[config.mk]
export PLATFORM = sky130hd
export DESIGN_NAME = mtm_serial_packet_tx
export DESIGN_NICKNAME = d
export VERILOG_FILES = /design/src/rtl/mtm_serial_packet_tx.sv
export SDC_FILE = /design/constraint.sdc
export NUM_CORES = 1
export LEC_CHECK = 0
export CAP_MARGIN = 20
export CORE_UTILIZATION = 45
export DETAILED_ROUTE_END_ITERATION = 7
export PLACE_DENSITY = 0.67
export SYNTH_ARGS = -nofsm -noshare
export SYNTH_HDL_FRONTEND = slang
export SYNTH_SLANG_ARGS = --single-unit
export TNS_END_PERCENT = 5
[constraint.sdc]
create_clock -name clk -period 9.76 [get_ports clk]
set_input_delay 1.952 -clock clk [delete_from_list [all_inputs] [get_ports clk]]
set_output_delay 1.952 -clock clk [all_outputs]
set_load 0.1 [all_outputs]
[src/rtl/mtm_serial_packet_tx.sv]
// Serial frame transmitter for the mtm_alu link: buffers words in a FIFO and shifts
// each one out as {start, flag, payload MSB first, stop} with programmable bit period and gaps.
module mtm_serial_packet_tx #(
   parameter int DATA_W     = 8,
   parameter int FIFO_DEPTH = 16,
   parameter int BIT_CYCLES = 1,
   parameter int FRAME_GAP  = 2,
   parameter int PACKET_GAP = 50,
   parameter int CNT_W      = 16
) (
   input  logic                          clk,
   input  logic                          reset,
   input  logic                          in_valid,
   output logic                          in_ready,
   input  logic [DATA_W-1:0]             in_data,
   input  logic                          in_cmd,
   output logic                          sout,
   output logic                          busy,
   output logic                          pkt_done,
   output logic [CNT_W-1:0]              pkt_count,
   output logic [$clog2(FIFO_DEPTH):0]   fifo_level
);

   localparam int AW      = $clog2(FIFO_DEPTH);
   localparam int BW      = (BIT_CYCLES < 2) ? 1 : $clog2(BIT_CYCLES);
   localparam int DW      = (DATA_W < 2) ? 1 : $clog2(DATA_W);
   localparam int GAP_MAX = (PACKET_GAP > FRAME_GAP) ? PACKET_GAP : FRAME_GAP;
   localparam int GAP_W   = (GAP_MAX < 2) ? 1 : $clog2(GAP_MAX);

   localparam logic [2:0] IDLE  = 3'd0;
   localparam logic [2:0] START = 3'd1;
   localparam logic [2:0] FLAG  = 3'd2;
   localparam logic [2:0] DATA  = 3'd3;
   localparam logic [2:0] STOP  = 3'd4;
   localparam logic [2:0] GAP   = 3'd5;

   logic [DATA_W:0]   mem [FIFO_DEPTH];
   logic [AW-1:0]     wr_ptr;
   logic [AW-1:0]     rd_ptr;
   logic [AW:0]       count;
   logic              full;
   logic              push;
   logic              pop;

   logic [2:0]        state;
   logic [BW-1:0]     bit_cnt;
   logic              bit_end;
   logic [DW-1:0]     data_cnt;
   logic [GAP_W-1:0]  gap_cnt;
   logic [DATA_W-1:0] shift;
   logic              is_cmd;

   assign full       = (count == (AW+1)'(FIFO_DEPTH));
   assign in_ready   = !full && !reset;
   assign push       = in_valid && in_ready;
   assign pop        = (state == IDLE) && (count != '0);
   assign fifo_level = count;
   assign busy       = (state != IDLE) || (count != '0);
   assign bit_end    = (bit_cnt == BW'(BIT_CYCLES - 1));

   // Storage has no reset: flushing only needs the pointers and occupancy cleared.
   always_ff @(posedge clk) begin
      if (push)
         mem[wr_ptr] <= {in_cmd, in_data};
   end

   always_ff @(posedge clk) begin
      if (reset) begin
         wr_ptr <= '0;
         rd_ptr <= '0;
         count  <= '0;
      end else begin
         if (push)
            wr_ptr <= wr_ptr + 1'b1;
         if (pop)
            rd_ptr <= rd_ptr + 1'b1;
         case ({push, pop})
            2'b10:   count <= count + 1'b1;
            2'b01:   count <= count - 1'b1;
            default: count <= count;
         endcase
      end
   end

   // One bit period counter shared by every line state of the frame.
   always_ff @(posedge clk) begin
      if (reset || state == IDLE || state == GAP || bit_end)
         bit_cnt <= '0;
      else
         bit_cnt <= bit_cnt + 1'b1;
   end

   always_ff @(posedge clk) begin
      if (reset) begin
         state     <= IDLE;
         data_cnt  <= '0;
         gap_cnt   <= '0;
         shift     <= '0;
         is_cmd    <= 1'b0;
         pkt_done  <= 1'b0;
         pkt_count <= '0;
      end else begin
         pkt_done <= 1'b0;
         case (state)
            IDLE: begin
               if (pop) begin
                  {is_cmd, shift} <= mem[rd_ptr];
                  state           <= START;
               end
            end
            START: begin
               if (bit_end)
                  state <= FLAG;
            end
            FLAG: begin
               if (bit_end) begin
                  data_cnt <= DW'(DATA_W - 1);
                  state    <= DATA;
               end
            end
            DATA: begin
               if (bit_end) begin
                  shift <= shift << 1;
                  if (data_cnt == '0)
                     state <= STOP;
                  else
                     data_cnt <= data_cnt - 1'b1;
               end
            end
            STOP: begin
               if (bit_end) begin
                  pkt_done <= is_cmd;
                  if (is_cmd)
                     pkt_count <= pkt_count + 1'b1;
                  // A zero-length gap returns straight to IDLE so the next word can pop at once.
                  if ((is_cmd && PACKET_GAP > 0) || (!is_cmd && FRAME_GAP > 0)) begin
                     gap_cnt <= is_cmd ? GAP_W'(PACKET_GAP - 1) : GAP_W'(FRAME_GAP - 1);
                     state   <= GAP;
                  end else begin
                     state <= IDLE;
                  end
               end
            end
            GAP: begin
               if (gap_cnt == '0)
                  state <= IDLE;
               else
                  gap_cnt <= gap_cnt - 1'b1;
            end
            default: state <= IDLE;
         endcase
      end
   end

   // The line lags the FSM by one register stage, hence the two-edge start latency.
   always_ff @(posedge clk) begin
      if (reset) begin
         sout <= 1'b1;
      end else begin
         case (state)
            START:   sout <= 1'b0;
            FLAG:    sout <= is_cmd;
            DATA:    sout <= shift[DATA_W-1];
            default: sout <= 1'b1;
         endcase
      end
   end

endmodule

; Word level (Yosys, flattened, before mapping)
; Memory sizes are Yosys's and may differ from the RTL's. A register that Yosys moved wholly into a read port is not among the register bits.
; Index checks and enable logic that the tools add are counted.
[totals]
ff_bits = 53
ramBits = 144
input_bits = 12
n_memories = 1
[memory_table]
columns = name, depth, word_bits, read_ports, rd_clocked_by_memory_dff, wr, line
row1 = mem, 16, 9, 1, 1, 1, 37  ; logic [DATA_W:0] mem [FIFO_DEPTH];
[op_classes]
addsub = 8
n_eq_ne = 17
n_mux = 25
bitwise = 2
n_reduce_logical = 25
[ops]
columns = operator, count
row1 = $mux W3, 10
row2 = $mux W6, 3
row3 = $pmux W3 S6, 1
row4 = $add A16 B1 Y16 const B, 1
row5 = $mux W8, 2
row6 = $ne A2 B2 Y1 const B, 8
row7 = $pmux W8 S2, 1
row8 = $pmux W6 S2, 1
row9 = $pmux W5 S2, 1
row10 = $reduce_and A3 Y1, 3
row11 = $add A4 B1 Y4 const B, 2
row12 = $mux W4, 2
row13 = $reduce_bool A2 Y1, 4
row14 = $reduce_and A7 Y1, 1
row15 = $eq A3 B2 Y1 const B, 2
row16 = $eq A3 B3 Y1 const B, 2
row17 = $logic_not A3 Y1, 2
row18 = $logic_not A6 Y1, 1
row19 = $pmux W3 S2, 1
row20 = $sub A6 B1 Y6 const B, 1
row21 = $add A5 B1 Y5 const B, 1
row22 = $eq A5 B5 Y1 const B, 1
row23 = $reduce_bool A5 Y1, 1
row24 = $sub A5 B1 Y5 const B, 1
row25 = other kinds (16), 24

; Longest topological paths before layout
[depth]
word_depth = 6
ltp_mapped = 13
ltp_nobuf = 10

; Worst setup path after synthesis
; No wires, ideal clock.
[synth_path]
kind = input to output
start = input reset
end = output in_ready
t_arrival_ps = 3814
required_ps = 7808
slack_ps = 3994
cell_stages = 3
path_cell_list = clkbuf_1 > buf_1 > a21oi_1
[synth_between]
elab_chain_cells = 2
[synth_lines]
columns = item, line
row1 = start: declaration, 12  ; input logic reset,
row2 = $logic_not A1 Y1, 54  ; assign in_ready = !full && !reset;
row3 = $logic_and A1 B1 Y1, 54
row4 = end: declaration, 14  ; output logic in_ready,
; Every way passes these cells.

; Final worst setup path
; Ends and elaborated chain as after synthesis.

==> results.txt <==
Status - finished with violations
Failing checks - DRC
Worst-case clock buffer depth - 3
# setup viols final - 0
Total gr overflow - 0
GR peak layer - met2
Drc violations - 5
Worst Hold Class - flip-flop to flip-flop
Number of flops mapped to enable cells by yosys - 144
N_diodes - 0
GRT Util Overall - 16.4%
FMAX - 168 MHz
Top FF cell, synth - edfxtp_1
CP Max Fanout - 49
Hold path depth - 2
Grt met2 use - 29.8%
Crit path kind - input port to primary output
WP data arrival - 3990 ps
Critical Path RT - 7810 ps
Final TNS setup - 0 ps
GR Util met1 - 20.6%
P&R area growth vs syn - 14.7%
Final min period - 5940 ps
Rows - 49
Cts hold-fix bufs - 0
Commonest non-fill, non-tap cell in the layout - edfxtp_1
Slew HR - 31.3%
Core area - 18100 um2
RSZ-0062 raised after global routing - no
Slew Viols, Final - 0
R2R setup slack - 6180 ps
Placed Instance Area - 8960 um2
R2R cell count - 10
# resized after CTS - 0
Drt via density - 5.68
Worst IR drop on VDD - 0.000221 V
CP Capture Type - primary output
Number of global-route vias before repair - 4813
Clock skew - 21.0 ps
Mapped Nets - 596
Slew @ Worst Pin - 1030 ps
Launching element type of the critical path - input port
CTS sink count - 201
DR WL/cell - 18.5 um
DPL Wire Length - 10.1 mm
Largest net degree at the start of global routing - 50
Commonest non-fill, non-tap cells in the layout - edfxtp_1 (144), dfxtp_1 (55), nor2_1 (41), mux4_2 (37), clkdlybuf4s50_1 (36)
Initial Util - 46.4%
Cell Area, Synth - 8430 um2
Yosys cell types - 63
Yosys reg bits - 201
Clock Root Buffer - clkbuf_16
Hold path startpoint - data_cnt[2]$_SDFFE_PP0P_
Die Span X - 139 um
Met3 Use GR - 2.35%
DIE AREA - 19300 um2
Final core utilization - 53.3%
Design Area, Final - 9660 um2
Asr flop ratio synth - 0%
Global-route wire length before repair - 25.0 mm
CTS H-Tree Depth - 1
Nets@finish - 627
Antenna violations before repair - 0
Max-cap viol count - 0
Routed Antenna Nets - 0
Hold worst-path end - data_cnt[2]$_SDFFE_PP0P_
CTS tree - done
Iteration-0 DRC Markers - 360
Die H - 139 um
Share of cells above drive strength 1 - 14.2%
Input/output buffers - 36
Total wire length - 15.7 mm
Vias - 4815
Pre-Repair DR Iteration Count - 7
Synth warn - 0
PwrDens - 244 nW/um2
Pwr Total - 2.36 mW
Post-CTS Setup Repair Bufs - 0
Period utilisation layout - 60.9%
Critical R2R Capture - fifo_level[4]$_SDFFE_PP0P_
Final Hold Fails - 0
Seq/Total Area, Yosys - 64.8%
Gpl congestion - 0.764
Cells after Synth - 571
Clk_lat worst skew - 500 ps
LEAKAGE - 3.04 nW
# IOs - 37
Clock slew at reported path FFs - 50 ps
Avg Inst Size Synth - 14.8 um2
FF-to-FF Start - fifo_level[2]$_SDFFE_PP0P_
TritonCTS buffer count - 22
power breakdown:
group / internal [mW] / total, mW / switching [mW]
sequential: 0.964 / 1.03 / 0.0628
clock: 0.471 / 0.792 / 0.321
combinational: 0.206 / 0.538 / 0.332
logic make-up (layout without fill, tap and decap cells):
kind of cell | Yosys count | count (layout) | share of synthesized area [%]
flops | 201 | 201 | 64.8
simple gates | 154 | 154 | 10.2
compound gates | 89 | 89 | 7.33
mux | 51 | 51 | 11.6
buf+inv | 48 | 95 | 2.57
xor+xnor | 14 | 14 | 1.45
fa+ha+maj | 13 | 13 | 1.93
other cells | 1 | 1 | 0.0445
synthesized netlist by cell type (3+ instances only):
cell type    n  share of area (%)
inv_1       13               0.58
mux2_2       3               0.40
xnor2_1      3               0.31
clkbuf_1    17               0.76
o21a_1       3               0.27
a211oi_1    12                1.1
nor2_1      41                1.8
xor2_1      11                1.1
nor2b_1     11               0.82
nand3b_1     3               0.27
a2111oi_0    9               0.94
or4_1        4               0.36
o21ai_0      9               0.53
buf_1        4               0.18
a21oi_1     22                1.3
mux4_2      37                9.9
o311ai_1     5               0.52
nand2_1     24                1.1
nor4_1       5               0.37
dfxtp_1     57                 14
buf_4        3               0.27
o31ai_1      8               0.71
nand4_1     11               0.82
buf_2        8               0.48
or3_1        8               0.59
nand2b_1    11               0.82
ha_1        13                1.9
mux2i_1     11                1.3
a31oi_1      4               0.30
nor3_1       9               0.53
nand3_1      6               0.36
and2_1       4               0.30
edfxtp_1   144                 51
worst max-delay path, cell delays in order:
cell	delay, ps
clkdlybuf4s50_1	400
buf_4	280
a21oi_1	190
clkdlybuf4s50_1	1150
state kept, by name, summed over array words and instances (netlist names), 3 cells and up, named ones only:
name / count
shift: 8
pkt_count: 16
mem: 144
state: 3
fifo_level: 5
gap_cnt: 6
data_cnt: 3
wr_ptr: 4
rd_ptr: 4
stage by stage:
step | instances | worst slack (ps) | hold WS (ps)
6_report | 847 | 3820 | 470
3_5_place_dp | 807 | 3830 | 459
4_1_cts | 847 | 3820 | 470
3_3_place_gp | 807 | 3830 | 455
5_1_grt | 847 | 3770 | 486
2_1_floorplan | 571 | 3990 | 440
cell type report:
type,instances,area [um2]
multi-input combinational,322,2760
clock buffer,27,569
clock inverter,13,134
sequential,201,5470
tap,229,287
timing repair buffer,41,398
inverter,14,52.6
fill,1456,8480
routing by layer:
layer	part of all wire, %	routed length (um)
met3	4.5	708
met4	1.5	243
met2	51	7980
met5	0	0
met1	43	6750
worst max path at each step:
stage | startpoint | end | cells after the start
6_report | reset | in_ready | 4
5_1_grt | reset | in_ready | 4
4_1_cts | reset | in_ready | 4
3_5_place_dp | reset | in_ready | 4
3_3_place_gp | reset | in_ready | 4
2_1_floorplan | reset | in_ready | 3
Power figures use the tool's default switching activity.
